--- config.mk ---
export PLATFORM = sky130hd
export DESIGN_NAME = router_fifo_pkt_flat
export DESIGN_NICKNAME = d
export VERILOG_FILES = /design/src/rtl/router_fifo_pkt_if.sv /design/src/rtl/router_fifo_pkt.sv /design/src/flat_wrapper.sv
export SDC_FILE = /design/constraint.sdc
export NUM_CORES = 1
export LEC_CHECK = 0
export BUFFER_PORTS_ARGS = -buffer_cell sky130_fd_sc_hd__buf_2
export CAP_MARGIN = 20
export CORE_UTILIZATION = 57
export DETAILED_ROUTE_END_ITERATION = 8
export PLACE_DENSITY = 0.74
export SLEW_MARGIN = 20
export SYNTH_ARGS = -nofsm -noshare
export SYNTH_HDL_FRONTEND = slang
export SYNTH_SLANG_ARGS = --single-unit
--- constraint.sdc ---
create_clock -name clk -period 3.5 [get_ports clk]
set_clock_uncertainty 0.2 [all_clocks]
set_input_delay 0.175 -clock clk [delete_from_list [all_inputs] [get_ports clk]]
set_output_delay 0.175 -clock clk [all_outputs]
set_load 0.005 [all_outputs]
--- src/rtl/router_fifo_pkt_if.sv ---
// Handshake and status bundle for one router_fifo_pkt output channel.
// ROUTER_FIFO_OCCUPANCY_EN adds the occupancy and almost_full signals.
interface router_fifo_pkt_if #(
    parameter int DATA_W = 8
`ifdef ROUTER_FIFO_OCCUPANCY_EN
    ,
    parameter int DEPTH  = 16
`endif
);
    logic              write_enb;
    logic              lfd_state;
    logic [DATA_W-1:0] data_in;
    logic              read_enb;
    logic [DATA_W-1:0] data_out;
    logic              data_valid;
    logic              empty;
    logic              full;
    logic              pkt_done;
    logic              pkt_err;
`ifdef ROUTER_FIFO_OCCUPANCY_EN
    logic [$clog2(DEPTH):0] occupancy;
    logic                   almost_full;
`endif

    // Producer/consumer side: router FSM or test driver.
    modport master (
        output write_enb, lfd_state, data_in, read_enb,
        input  data_out, data_valid, empty, full, pkt_done, pkt_err
`ifdef ROUTER_FIFO_OCCUPANCY_EN
        ,
        input  occupancy, almost_full
`endif
    );

    modport slave (
        input  write_enb, lfd_state, data_in, read_enb,
        output data_out, data_valid, empty, full, pkt_done, pkt_err
`ifdef ROUTER_FIFO_OCCUPANCY_EN
        ,
        output occupancy, almost_full
`endif
    );
endinterface

--- src/rtl/router_fifo_pkt.sv ---
// Packet-aware FIFO for one router output channel: {header_flag, byte} storage,
// registered read data, packet-end / truncation pulses. Option: ROUTER_FIFO_OCCUPANCY_EN.
module router_fifo_pkt #(
    parameter int DATA_W  = 8,
    parameter int DEPTH   = 16,
    parameter int LEN_MSB = 7,
    parameter int LEN_LSB = 2
) (
    input  logic                 clk,
    input  logic                 reset,
    input  logic                 soft_reset,
    router_fifo_pkt_if.slave     bus
);
    localparam int AW    = $clog2(DEPTH);
    localparam int LEN_W = LEN_MSB - LEN_LSB + 1;
    localparam int REM_W = LEN_W + 1;

    localparam logic [AW:0]      PTR_ONE = (AW + 1)'(1);
    localparam logic [REM_W-1:0] REM_ONE = REM_W'(1);

    logic [DATA_W:0]      mem [DEPTH];
    logic [AW:0]          wr_ptr;
    logic [AW:0]          rd_ptr;
    logic [REM_W-1:0]     rem;
    logic [DATA_W-1:0]    data_out_q;
    logic                 data_valid_q;
    logic                 pkt_done_q;
    logic                 pkt_err_q;

    logic                 flush;
    logic                 empty_c;
    logic                 full_c;
    logic                 wr_ok;
    logic                 rd_ok;
    logic [DATA_W:0]      rd_entry;
    logic                 rd_hdr;
    logic [LEN_W-1:0]     rd_len;

    // Pointers carry an extra wrap bit so equal addresses can mean full or empty.
    assign flush    = reset | soft_reset;
    assign empty_c  = (wr_ptr == rd_ptr);
    assign full_c   = (wr_ptr[AW-1:0] == rd_ptr[AW-1:0]) && (wr_ptr[AW] != rd_ptr[AW]);
    assign wr_ok    = bus.write_enb && !full_c;
    assign rd_ok    = bus.read_enb && !empty_c;
    assign rd_entry = mem[rd_ptr[AW-1:0]];
    assign rd_hdr   = rd_entry[DATA_W];
    assign rd_len   = rd_entry[LEN_MSB:LEN_LSB];

    // NOTE: the storage array has no reset; emptiness is defined by the pointers alone.
    always_ff @(posedge clk) begin
        if (wr_ok && !flush) begin
            mem[wr_ptr[AW-1:0]] <= {bus.lfd_state, bus.data_in};
        end
    end

    // NOTE: non-blocking assignments so every register here sees pre-edge values of its peers.
    always_ff @(posedge clk) begin
        if (flush) begin
            wr_ptr       <= '0;
            rd_ptr       <= '0;
            rem          <= '0;
            data_out_q   <= '0;
            data_valid_q <= 1'b0;
            pkt_done_q   <= 1'b0;
            pkt_err_q    <= 1'b0;
        end else begin
            data_valid_q <= rd_ok;
            pkt_done_q   <= 1'b0;
            pkt_err_q    <= 1'b0;
            if (wr_ok) begin
                wr_ptr <= wr_ptr + PTR_ONE;
            end
            if (rd_ok) begin
                rd_ptr     <= rd_ptr + PTR_ONE;
                data_out_q <= rd_entry[DATA_W-1:0];
                if (rd_hdr) begin
                    // Header reload counts payload plus the trailing parity byte.
                    rem       <= REM_W'(rd_len) + REM_ONE;
                    pkt_err_q <= (rem != '0);
                end else if (rem != '0) begin
                    rem        <= rem - REM_ONE;
                    pkt_done_q <= (rem == REM_ONE);
                end
            end
        end
    end

    assign bus.data_out   = data_out_q;
    assign bus.data_valid = data_valid_q;
    assign bus.empty      = empty_c;
    assign bus.full       = full_c;
    assign bus.pkt_done   = pkt_done_q;
    assign bus.pkt_err    = pkt_err_q;

`ifdef ROUTER_FIFO_OCCUPANCY_EN
    localparam logic [AW:0] AF_LVL = (AW + 1)'(DEPTH - 2);

    logic [AW:0] occ_q;

    always_ff @(posedge clk) begin
        if (flush) begin
            occ_q <= '0;
        end else if (wr_ok && !rd_ok) begin
            occ_q <= occ_q + PTR_ONE;
        end else if (rd_ok && !wr_ok) begin
            occ_q <= occ_q - PTR_ONE;
        end
    end

    assign bus.occupancy   = occ_q;
    assign bus.almost_full = (occ_q >= AF_LVL);
`endif
endmodule

--- src/flat_wrapper.sv ---
// flat-port wrapper written by rule: the top's interface ports become plain ports
module router_fifo_pkt_flat 
#(
    parameter int DATA_W  = 8,
    parameter int DEPTH   = 16,
    parameter int LEN_MSB = 7,
    parameter int LEN_LSB = 2
)
  (clk, reset, soft_reset, bus_write_enb, bus_lfd_state, bus_data_in, bus_read_enb, bus_data_out, bus_data_valid, bus_empty, bus_full, bus_pkt_done, bus_pkt_err);
  router_fifo_pkt_if #(.DATA_W(DATA_W)) bus_i ();
  input  logic clk;
  input  logic reset;
  input  logic soft_reset;
  input wire logic [$bits(bus_i.write_enb)-1:0] bus_write_enb;
  input wire logic [$bits(bus_i.lfd_state)-1:0] bus_lfd_state;
  input wire logic [$bits(bus_i.data_in)-1:0] bus_data_in;
  input wire logic [$bits(bus_i.read_enb)-1:0] bus_read_enb;
  output wire logic [$bits(bus_i.data_out)-1:0] bus_data_out;
  output wire logic [$bits(bus_i.data_valid)-1:0] bus_data_valid;
  output wire logic [$bits(bus_i.empty)-1:0] bus_empty;
  output wire logic [$bits(bus_i.full)-1:0] bus_full;
  output wire logic [$bits(bus_i.pkt_done)-1:0] bus_pkt_done;
  output wire logic [$bits(bus_i.pkt_err)-1:0] bus_pkt_err;
  assign bus_i.write_enb = bus_write_enb;
  assign bus_i.lfd_state = bus_lfd_state;
  assign bus_i.data_in = bus_data_in;
  assign bus_i.read_enb = bus_read_enb;
  assign bus_data_out = bus_i.data_out;
  assign bus_data_valid = bus_i.data_valid;
  assign bus_empty = bus_i.empty;
  assign bus_full = bus_i.full;
  assign bus_pkt_done = bus_i.pkt_done;
  assign bus_pkt_err = bus_i.pkt_err;
  router_fifo_pkt #(.DATA_W(DATA_W), .DEPTH(DEPTH), .LEN_MSB(LEN_MSB), .LEN_LSB(LEN_LSB)) u_core (.clk(clk), .reset(reset), .soft_reset(soft_reset), .bus(bus_i));
endmodule
* After elaboration in Yosys (flattened, before gate mapping)
Memories as Yosys holds them, arrays and structs flattened. A register that Yosys moved wholly into a read port is not among the register bits.
Cells that the tools add are included.
** Storage, ports and cells
- Bits in latches :: 0
- Register bits :: 28
- Bits in read-only memories :: 0
- Memories kept :: 1
- Bits in writable memories :: 144
** Cells by class
- Reductions and logical operators :: 12
- Equal/unequal tests :: 4
- Bitwise operators :: 4
- Multipliers :: 0
- Order comparisons :: 0
- Shifts and indexed selects :: 0
- Muxes and demuxes :: 6
- Add/subtract/negate cells :: 4
- Divide/modulo/power cells :: 0
** Memories
- u_core.mem :: words 16, width 9, rd ports 1, clocked after memory_dff 1, write ports 1, RTL line router_fifo_pkt.sv:21 : logic [DATA_W:0] mem [DEPTH];
** Operators by type and width (count)
- 7-bit 2-to-1 mux :: 2
- 5-bit by 1-bit adder with 5-bit output (second input constant) :: 2
- 4-bit 2-to-1 mux :: 2
- 6-bit by 1-bit adder with 7-bit output (second input constant) :: 1
- 7-bit by 1-bit == test with 1-bit output (second input constant) :: 1
- 7-bit nonzero test :: 1
- 7-bit by 1-bit subtractor with 7-bit output (second input constant) :: 1
- 5-bit == test :: 1
- 4-bit == test :: 1
- 1-bit logical AND :: 4
- 4-bit OR reduction :: 1
- 1-bit zero test :: 3
- 1-bit NOT :: 3
- 3-bit OR reduction :: 1
- 1-bit 2-to-1 mux :: 2
- 2-bit AND reduction :: 1
- 2-bit nonzero test :: 1
- 1-bit inequality test :: 1
- 1-bit bitwise OR :: 1

* Depth between registers and ports, before layout
- Depth after elaboration :: 7
- Gate-level depth with buffers :: 9
- Gate-level depth less buffers :: 8

* Worst setup path before layout
OpenSTA, ideal clock, no wires.
- Path kind :: reg2reg
- Start :: register u_core.wr_ptr[2]
- End :: memory u_core.mem[0][0] in the netlist's numbering, enable pin
- Period minus slack after synthesis :: 2.497 ns
- Library setup time :: 0.387 ns
- Required time :: 2.913 ns
- Path slack :: 1.003 ns
- Arrival time :: 1.910 ns
- Stages on the path, launching flop included :: 8
- Path through :: dfxtp_1 -> buf_2 -> xnor2_1 -> nand4_1 -> o21a_1 -> and2_1 -> nand2_1 -> nor3_1
** Between the ends
- Longest elaborated chain between the ends :: 7
** Ends and longest elaborated chain
- start: declaration :: RTL line router_fifo_pkt.sv:22 : logic [AW:0] wr_ptr;
- start signal: assignment :: RTL line router_fifo_pkt.sv:71 : wr_ptr <= wr_ptr + PTR_ONE;
- 4-bit == test :: RTL line router_fifo_pkt.sv:42 : assign full_c = (wr_ptr[AW-1:0] == rd_ptr[AW-1:0]) && (wr_ptr[AW] != rd_ptr[AW]);
- 1-bit logical AND :: RTL line router_fifo_pkt.sv:42
- 1-bit zero test :: RTL line router_fifo_pkt.sv:43 : assign wr_ok = bus.write_enb && !full_c;
- 1-bit logical AND :: RTL line router_fifo_pkt.sv:43
- 1-bit logical AND :: RTL line router_fifo_pkt.sv:51 : if (wr_ok && !flush) begin
- 1-bit 2-to-1 mux :: RTL line router_fifo_pkt.sv:51
- 1-bit 2-to-1 mux (implied by the code) :: RTL line router_fifo_pkt.sv:52 : mem[wr_ptr[AW-1:0]] <= {bus.lfd_state, bus.data_in};
- end: declaration :: RTL line router_fifo_pkt.sv:21
Several ways; a longest one is shown, not always the timed one.

==> flow_summary.toml <==
[cts]
clk_latency_ns = 0.42
cts.htree.levels = 4
cts_tree = "done"
clk_pin_slew_ns = 0.06
cts_root_buf = "clkbuf_16"
cts.sinks = 176
cts_buffer_depth = 2
cts_resized = 0
numCtsBuffers = 17

[synthesis]
synthesis.nets = 448
ys_ff_latch = 176
netlist_instances = 425
synth_cell_type_count = 47
postSynth.asyncResetShare_pct = 0
synth.area.top_cells = "edfxtp_1 (61%), dfxtp_1 (9.0%), mux4_2 (7.9%)"
avgSynthCellArea_um2 = 16.8
yosys_warnings = 0
synth.cell_area_um2 = 7130
synth_edf_count = 144
synth_ff_type = "edfxtp_1"
synthDominantCellAreaShare_pct = 60.7
yosysSeqAreaShare_pct = 69.7
synth_top_area_cell = "edfxtp_1"

[setup_path]
cpLargestDelayFamily = "simple AND/OR/NAND/NOR gates"
startpoint_type = "flip-flop"
cp_max_fo = 16
crit_path_end_kind = "flip-flop"
cp_slowest_cell = "dfxtp_2"
path_depth = 7
critPathKind = "reg2reg"
slowest_delay_ns = 0.63
path_cells = "buf_4 -> buf_4 -> mux4_1 -> a22oi_1 -> nand2_1 -> or4_1 -> o211ai_1"
path_common_cell = "buf_4"
worstPathRequired_ns = 3.64
crit_buf_inv = 2
worstRegToRegCells = 7
cp.arrival_ns = 3.14

[run_status]
outcome = "finished, final reports clean"

[global_routing]
grt_pass1_vias = 3958
grt_pass1_wl_mm = 22.2
grt_usage_pct = 24.3
grtUsageMet1_pct = 31.9
use_met2_pct = 38.5
grt-busiest-layer = "met2"
antenna_found_initial = 0
grt_max_degree = 37
use_met3_pct = 4.78
overflow = 0

[detailed_routing]
firstDrtPassIters = 5
via_per_inst = 6.04
drc_errors = 0
routed_wl_mm = 14.3
drtAntennaViolNets = 0
dr.first_iter.drc_count = 369
vias = 4011
routedWlPerCell_um = 21.5

[pwr]
pwr-share-clk_pct = 42.4
switching_power_uw = 823
vdd_ir_drop_max_v = 0.000340
p_int_uw = 3360
swShare_pct = 19.7
p_total_uw = 4180
p_leak_uw = 0.00271
power.share.sequential_pct = 54.4
p_per_area_nw_per_um2 = 510
comb_power_share_pct = 3.2

[sta]
relSlewSlack_pct = 48.6
worst_slack_ns = 0.502
min_period_ns = 3.00
setup_viol = 0
clock.fmax_mhz = 334
timing.final.max_slew_violations = 0
max_slew.worst_pin.slew_ns = 0.764
min_period_over_period_pct = 85.7
rsz0062_at_grt = "no"
hold_viol_final = 0
setup_tns_ns = 0

[place]
dp_slack_ns = 0.614
place_congestion = 0.791
hpwl_mm = 9.00
portBuffers = 26

[floorplanning]
core_area_um2 = 12100
pin_count = 27
die_h_um = 114
placementRows = 40
start_util_pct = 58.8
dieArea_um2 = 13000
die_w_um = 114

[run]
maxCapViolCount = 0

[final_layout]
postLayoutCoreUtil_pct = 67.7
num-nets-final = 507
syn2layout_area_growth_pct = 15.0
diodes = 0
drive_above_1_share_pct = 21.6

[min_path]
min_delay_path_depth = 4
holdCritPathClass = "in2reg"
[synthesized netlist by cell type (3+ instances only)]
| library cell | number |
|---|---|
| nor4_1 | 4 |
| mux4_1 | 13 |
| clkbuf_1 | 7 |
| nor3_1 | 5 |
| inv_1 | 5 |
| xnor2_1 | 8 |
| mux2i_1 | 3 |
| and2_1 | 3 |
| mux4_2 | 25 |
| buf_2 | 6 |
| or4_1 | 4 |
| dfxtp_1 | 32 |
| buf_1 | 3 |
| edfxtp_1 | 144 |
| o21ai_0 | 5 |
| nand2_1 | 37 |
| nor2b_1 | 3 |
| a22oi_1 | 12 |
| nor2_1 | 36 |
| nand4_1 | 6 |
| xor2_1 | 6 |
| a21oi_1 | 15 |
| ha_1 | 9 |
[logic make-up (layout without fill, tap and decap cells)]
kind of cell / Yosys count / count (layout) / synth area share (%)
buf+inv: 26 / 97 / 2.07
fa+ha+maj: 9 / 9 / 1.58
mux: 42 / 42 / 13.3
simple gates: 108 / 108 / 6.92
xor+xnor: 14 / 14 / 1.72
flops: 176 / 176 / 69.7
compound gates: 50 / 50 / 4.78
[placed cells by master (no fill, tap or decap), types with 4 or more instances in the layout]
| cell | instances |
|---|---|
| mux4_2 | 25 |
| a21oi_1 | 15 |
| xor2_1 | 6 |
| dlygate4sd3_1 | 12 |
| edfxtp_1 | 144 |
| inv_1 | 5 |
| or4_1 | 4 |
| nand4_1 | 6 |
| clkbuf_16 | 17 |
| a22oi_1 | 12 |
| nor2_1 | 36 |
| dfxtp_1 | 31 |
| xnor2_1 | 8 |
| nor3_1 | 5 |
| ha_1 | 9 |
| o21ai_0 | 4 |
| nand2_1 | 37 |
| buf_4 | 22 |
| buf_2 | 26 |
| mux4_1 | 13 |
| nor4_1 | 4 |
[worst paths after layout]
kind | start | slack [ns] | endpoint
worst max-delay path | flip-flop | 0.50 | u_core.rem[3]
worst min-delay path | bus_read_enb | 0.06 | u_core.bus.data_valid
worst max register to register | flip-flop | 0.50 | u_core.rem[3]
worst min register to register | u_core.bus.data_out[4] | 0.26 | u_core.bus.data_out[4]
[metal layers]
| layer | wire length (µm) | part of all wire (%) |
|---|---|---|
| met1 | 6080 | 43 |
| met2 | 6860 | 48 |
| met5 | 0 | 0 |
| met4 | 589 | 4.1 |
| met3 | 770 | 5.4 |
[worst min-delay path, stage by stage]
cell     delay, ns
buf_2         0.09
o21ai_1       0.05
buf_4         0.20
nor2_1        0.12
[layout make-up]
cell class                 count  area, µm²
clock buffer                  20        437
timing repair buffer          61        435
multi-input combinational    223       2010
fill                         801       3910
sequential                   176       4970
inverter                       5       18.8
clock inverter                11        116
tap                          168        210
[stage by stage]
stage | hold slack, ns | instances | instance area [µm²]
detailed placement | 0.254 | 621 | 7520
CTS | 0.0426 | 664 | 8200
finish | 0.0615 | 664 | 8200
global placement | 0.241 | 621 | 7520
global route | 0.0880 | 664 | 8200
floorplan | 0.0739 | 425 | 7130
[registers in the layout, indices dropped and copies added (netlist names), named ones only]
register,flops
u_core.mem,144
u_core.wr_ptr,5
u_core.bus.pkt_err,1
u_core.rd_ptr,5
u_core.bus.data_out,8
u_core.bus.data_valid,1
u_core.rem,7
u_core.bus.pkt_done,1
[power by group through the flow]
stage | sequential, µW | combinational, µW | clock, µW
5_1_grt | 2280 | 145 | 1890
6_report | 2280 | 132 | 1780
3_5_place_dp | 2320 | 119 | 0
4_1_cts | 2280 | 131 | 1800
3_3_place_gp | 2320 | 115 | 0
2_1_floorplan | 2320 | 73.4 | 0
[what timing repair did]
| item | CTS | global route |
|---|---|---|
| buffers inserted | 0 | 0 |
| hold buffers | 12 | 0 |
| endpoints found under the hold margin | 146 | 0 |
No activity file was read; power rests on OpenSTA's default activity.
